`src/rtl/debug_ram_sequencer.sv`:
```
// debug_ram_sequencer: stream-driven loader/dumper for the core's debug DataRAM/InstRAM ports.
//   CPU_CLK, CPU_RST           clock, async active-high reset
//   cmd_*                      command: op (0 load / 1 dump), sel (0 data / 1 inst), base byte address, word count
//   wr_valid/wr_ready/wr_data  load word stream
//   rd_valid/rd_ready/rd_data/rd_addr  dump word stream with byte address
//   dram_*, iram_*             second BRAM ports (1-cycle read latency)
//   core_rst_hold              holds the core in reset while loading
//   busy, done                 status; done pulses once per completed command
module debug_ram_sequencer #(
  parameter int WORDS = 4096,
  parameter int CNT_W = 13
) (
  input  logic             CPU_CLK,
  input  logic             CPU_RST,
  input  logic             cmd_valid,
  output logic             cmd_ready,
  input  logic             cmd_op,
  input  logic             cmd_sel,
  input  logic [31:0]      cmd_base,
  input  logic [CNT_W-1:0] cmd_count,
  input  logic             wr_valid,
  output logic             wr_ready,
  input  logic [31:0]      wr_data,
  output logic             rd_valid,
  input  logic             rd_ready,
  output logic [31:0]      rd_data,
  output logic [31:0]      rd_addr,
  output logic [31:0]      dram_a2,
  output logic [31:0]      dram_wd2,
  output logic [3:0]       dram_we2,
  input  logic [31:0]      dram_rd2,
  output logic [31:0]      iram_a2,
  output logic [31:0]      iram_wd2,
  output logic [3:0]       iram_we2,
  input  logic [31:0]      iram_rd2,
  output logic             core_rst_hold,
  output logic             busy,
  output logic             done
);
  // word-aligned address mask; WORDS is a power of two so wrap is a mask
  localparam logic [31:0] AMASK = 32'(4 * WORDS - 1) & ~32'd3;
  typedef enum logic [2:0] {IDLE, LOAD, DUMP_ADDR, DUMP_WAIT, DUMP_OUT, FIN} state_t;
  state_t state, state_n;
  logic sel;
  logic [31:0] addr, addr_n, a2, wd2;
  logic [CNT_W-1:0] cnt;
  logic [3:0] we2;
  logic wr_hs, rd_hs, last;
  assign wr_hs  = state == LOAD && wr_valid;
  assign rd_hs  = state == DUMP_OUT && rd_ready;
  assign last   = cnt == CNT_W'(1);
  assign addr_n = (addr + 32'd4) & AMASK;
  always_comb begin
    state_n       = state;
    cmd_ready     = state == IDLE;
    busy          = state != IDLE;
    done          = state == FIN;
    core_rst_hold = state == LOAD;
    wr_ready      = state == LOAD;
    rd_valid      = state == DUMP_OUT;
    a2            = (wr_hs || state == DUMP_ADDR || state == DUMP_WAIT) ? addr : '0;
    wd2           = wr_hs ? wr_data : '0;
    we2           = wr_hs ? 4'hF : 4'h0;
    unique case (state)
      IDLE:      if (cmd_valid) state_n = cmd_count == '0 ? FIN : cmd_op ? DUMP_ADDR : LOAD;
      LOAD:      if (wr_hs && last) state_n = FIN;
      DUMP_ADDR: state_n = DUMP_WAIT;
      DUMP_WAIT: state_n = DUMP_OUT;
      DUMP_OUT:  if (rd_hs) state_n = last ? FIN : DUMP_ADDR;
      FIN:       state_n = IDLE;
      default:   state_n = IDLE;
    endcase
  end
  // only the selected port ever sees a non-zero address or data
  assign dram_a2  = sel ? '0 : a2;
  assign dram_wd2 = sel ? '0 : wd2;
  assign dram_we2 = sel ? '0 : we2;
  assign iram_a2  = sel ? a2 : '0;
  assign iram_wd2 = sel ? wd2 : '0;
  assign iram_we2 = sel ? we2 : '0;
  always_ff @(posedge CPU_CLK or posedge CPU_RST) begin
    if (CPU_RST) begin
      state   <= IDLE;
      sel     <= 1'b0;
      addr    <= '0;
      cnt     <= '0;
      rd_data <= '0;
      rd_addr <= '0;
    end else begin
      state <= state_n;
      if (state == IDLE && cmd_valid) begin
        sel  <= cmd_sel;
        addr <= cmd_base & AMASK;
        cnt  <= cmd_count;
      end
      if (wr_hs || rd_hs) begin
        addr <= addr_n;
        cnt  <= cnt - CNT_W'(1);
      end
      // address was presented in DUMP_ADDR, so rd2 is valid during DUMP_WAIT
      if (state == DUMP_WAIT) begin
        rd_data <= sel ? iram_rd2 : dram_rd2;
        rd_addr <= addr;
      end
    end
  end
endmodule

```
`config.mk`:
```
export PLATFORM = sky130hd
export DESIGN_NAME = debug_ram_sequencer
export DESIGN_NICKNAME = d
export VERILOG_FILES = /design/src/rtl/debug_ram_sequencer.sv
export SDC_FILE = /design/constraint.sdc
export NUM_CORES = 1
export LEC_CHECK = 0
export ABC_AREA = 1
export BUFFER_PORTS_ARGS = -buffer_cell sky130_fd_sc_hd__buf_2
export CAP_MARGIN = 20
export CORE_AREA = 3 3 135 137
export CTS_CLUSTER_DIAMETER = 40
export CTS_CLUSTER_SIZE = 8
export DETAILED_ROUTE_END_ITERATION = 10
export DIE_AREA = 0 0 138 140
export PLACE_DENSITY = 0.57
export SLEW_MARGIN = 20
export SYNTH_ARGS = -nofsm -noshare
export SYNTH_HDL_FRONTEND = slang
export SYNTH_SLANG_ARGS = --single-unit
```
`constraint.sdc`:
```
create_clock -name CPU_CLK -period 3.6 [get_ports CPU_CLK]
set_input_delay 0.36 -clock CPU_CLK [delete_from_list [all_inputs] [get_ports CPU_CLK]]
set_output_delay 0.36 -clock CPU_CLK [all_outputs]
set_load 0.05 [all_outputs]
```
==> results.json <==
{
  "status": "finished clean",
  "clock_sinks": 73,
  "crit_required_ps": 3240,
  "whs_ps": 129,
  "synthSimpleGateAreaFrac": 0.324,
  "cts_tree": "built",
  "cp.arrival_ps": 2290,
  "synth_cell_type_count": 33,
  "muxShareOfSynthArea": 0,
  "end_kind": "output port",
  "fin_skew_ps": 4.67,
  "die_w_um": 138,
  "yosysMostFrequentCell": "nand2_1",
  "maxCapViolations": 0,
  "reg2reg_depth": 8,
  "timing.final.crit_share": 0.736,
  "yosys.area.top_type": "dfrtp_1",
  "dr.pass1.iters": 5,
  "fin_nets": 1129,
  "synthCells": 729,
  "grt_use_total": 0.176,
  "drcViolationCount": 0,
  "dp_slack_ps": 1300,
  "ys_async_sr_fraction": 1.00,
  "ys_ff_latch": 73,
  "antenna_found_initial": 4,
  "rsz0062_at_grt": "no",
  "worst_slew_pin_slew_ps": 879,
  "drive_gt1_frac": 0.322,
  "postPlaceCellArea_mm2": 0.00620,
  "grt_pass1_wl_um": 26900,
  "area_growth_pct": 30.9,
  "synth_compound_area_frac": 0.0988,
  "via_count": 5323,
  "post_cts_resized": 0,
  "ys_top_cells_by_count": "nand2_1 (177), nor2_1 (134), dfrtp_1 (73)",
  "slew_headroom": 0.414,
  "drtIter0Drc": 253,
  "route.met3.wl_um": 1280,
  "clk_path_buf_depth": 2,
  "path_class": "register to output port",
  "clk_pin_slew_ps": 60,
  "fin_util": 0.377,
  "met2_length_um": 8680,
  "critPathLaunchType": "register",
  "fillerInstances": 1925,
  "numCtsBuffers": 9,
  "stdcell_count": 1209,
  "p_per_area_mw_per_mm2": 987,
  "crit_start": "state[2]$_DFFE_PP0P_",
  "ant_nets": 0,
  "post_cts_buffers": 0,
  "fin_tns_setup_ps": 0,
  "max_freq_ghz": 0.378,
  "synth_top_area_share": 0.369,
  "fin_area_mm2": 0.00648,
  "worst-path-max-fanout": 24,
  "total_power_mw": 6.40,
  "synth_top_family_by_area": "simple AND/OR/NAND/NOR gates",
  "worst_slack_ps": 952,
  "hpwlAfterDp_um": 14000,
  "yosysSeqAreaShare": 0.369,
  "power_leakage_nw": 3.74,
  "gp_congestion": 0.904,
  "cts-root-buf": "clkbuf_16",
  "hold_viol_final": 0,
  "overflow": 0,
  "hp-class": "input pin to async pin",
  "grt_pass1_vias": 4795,
  "holdBufCountCts": 0,
  "ir_drop_mv": 0.478,
  "grt_max_degree": 60,
  "synth_xor_area_frac": 0.00531,
  "core_mm2": 0.0172,
  "period_minus_slack_ps": 2650,
  "std_cell_rows": 48,
  "synthFlopType": "dfrtp_1",
  "finalWirelength_um": 17800,
  "syn_area_per_cell_um2": 6.79,
  "topRoutingLayerUsed": "met5",
  "crit_chain": "inv_2 > nand2_2 > nor2_4 > nand2_4 > nand2_1 > nor2_2 > buf_4 > nor3_1 > buf_2",
  "slowest_delay_ps": 390,
  "yosysWarnings": 0,
  "setup_viol": 0,
  "ys_top_cells_by_area": "dfrtp_1 (37%), nand2_1 (13%), buf_4 (11%)",
  "io_pins": 354,
  "slew_viol_final": 0,
  "rr_startpoint": "state[1]$_DFFE_PP0P_",
  "clk_latency_ps": 340,
  "die-area_mm2": 0.0193,
  "yosys.area_share.adder": 0.00758,
  "met1_length_um": 7220,
  "die_h_um": 140,
  "synth_edf_count": 0,
  "initial_core_util": 0.288,
  "portBuffers": 273,
  "htreeDepth": 3,
  "avgViaCountPerCell": 4.40,
  "wl_per_cell_um": 14.7,
  "dp_cells": 1192,
  "cp_slowest_cell": "dfrtp_1",
  "syn-cell-area_mm2": 0.00495
}
[sequential cells by signal, indices dropped and copies added (netlist names)]
signal and count:
rd_addr 12, state 3, cnt 13, sel 1, rd_data 32, addr 12
[placed cells by master (no fill, tap or decap), types with 3 or more instances in the layout]
master | synthesis | layout
nand3_1 | 30 | 30
a21oi_1 | 7 | 7
ha_1 | 3 | 3
nand2_1 | 177 | 177
nor2_2 | 5 | 5
o21ai_1 | 4 | 4
conb_1 | 1 | 60
inv_1 | 71 | 70
a31oi_1 | 32 | 32
clkinv_2 | 0 | 4
nor3_1 | 26 | 26
dfrtp_1 | 73 | 72
nor2_1 | 134 | 133
o21ai_0 | 29 | 29
buf_4 | 72 | 5
clkbuf_16 | 0 | 9
buf_2 | 17 | 273
inv_2 | 7 | 7
xor2_1 | 3 | 3
nor2_4 | 2 | 3
o211ai_1 | 7 | 7
nand2_2 | 4 | 4
nand4_1 | 3 | 3
[layout make-up]
| cell class | instances | area [um2] | share of cell area |
|---|---|---|---|
| sequential | 73 | 1830 | 0.282 |
| multi-input combinational | 538 | 2390 | 0.369 |
| inverter | 78 | 294 | 0.0454 |
| timing repair buffer | 278 | 1400 | 0.217 |
| tap | 225 | 282 | 0.0434 |
| clock buffer | 11 | 233 | 0.0359 |
| clock inverter | 4 | 45.0 | 0.00695 |
| antenna | 2 | 5.00 | 0.000772 |
[critical path: cells and delay by family (launching register included)]
family / cells / cell delay (ps)
buffers and inverters: 3 / 680
flip-flops: 1 / 390
AND/OR/NAND/NOR: 6 / 880
[power breakdown]
| part | total (mW) | internal [mW] | switching [mW] |
|---|---|---|---|
| Clock | 0.874 | 0.529 | 0.345 |
| Combinational | 4.04 | 0.890 | 3.15 |
| Sequential | 1.49 | 1.21 | 0.273 |
| Total | 6.40 | 2.63 | 3.76 |
[worst paths after layout]
| kind | to | slack, ps |
|---|---|---|
| setup / recovery | dram_a2[13] | 950 |
| hold / removal | rd_data[19]$_DFFE_PP0N_ | 130 |
| setup reg to reg | cnt[9]$_DFFE_PP0P_ | 1610 |
| hold reg to reg | rd_addr[9]$_DFFE_PP0N_ | 480 |
| max in group asynchronous | rd_data[21]$_DFFE_PP0N_ | 2510 |
| min in group CPU_CLK | addr[6]$_DFFE_PP0P_ | 260 |
[logic make-up (layout without fill, tap and decap cells)]
family	Yosys count	after routing
AO/OA/AOI/OAI	84	84
XOR/XNOR	3	3
adder cells (fa/ha/maj)	3	3
buffers and inverters	177	371
flip-flops	73	73
other	1	62
AND/OR/NAND/NOR	388	388
[layer usage]
| layer | track usage | up-vias |
|---|---|---|
| met5 | 0 | - |
| met4 | 0.0671 | 4 |
| met3 | 0.0481 | 33 |
| met2 | 0.297 | 200 |
| met1 | 0.215 | 2422 |
| li1 | - | 2664 |
Note: power is estimated with default switching activity, not from simulation.
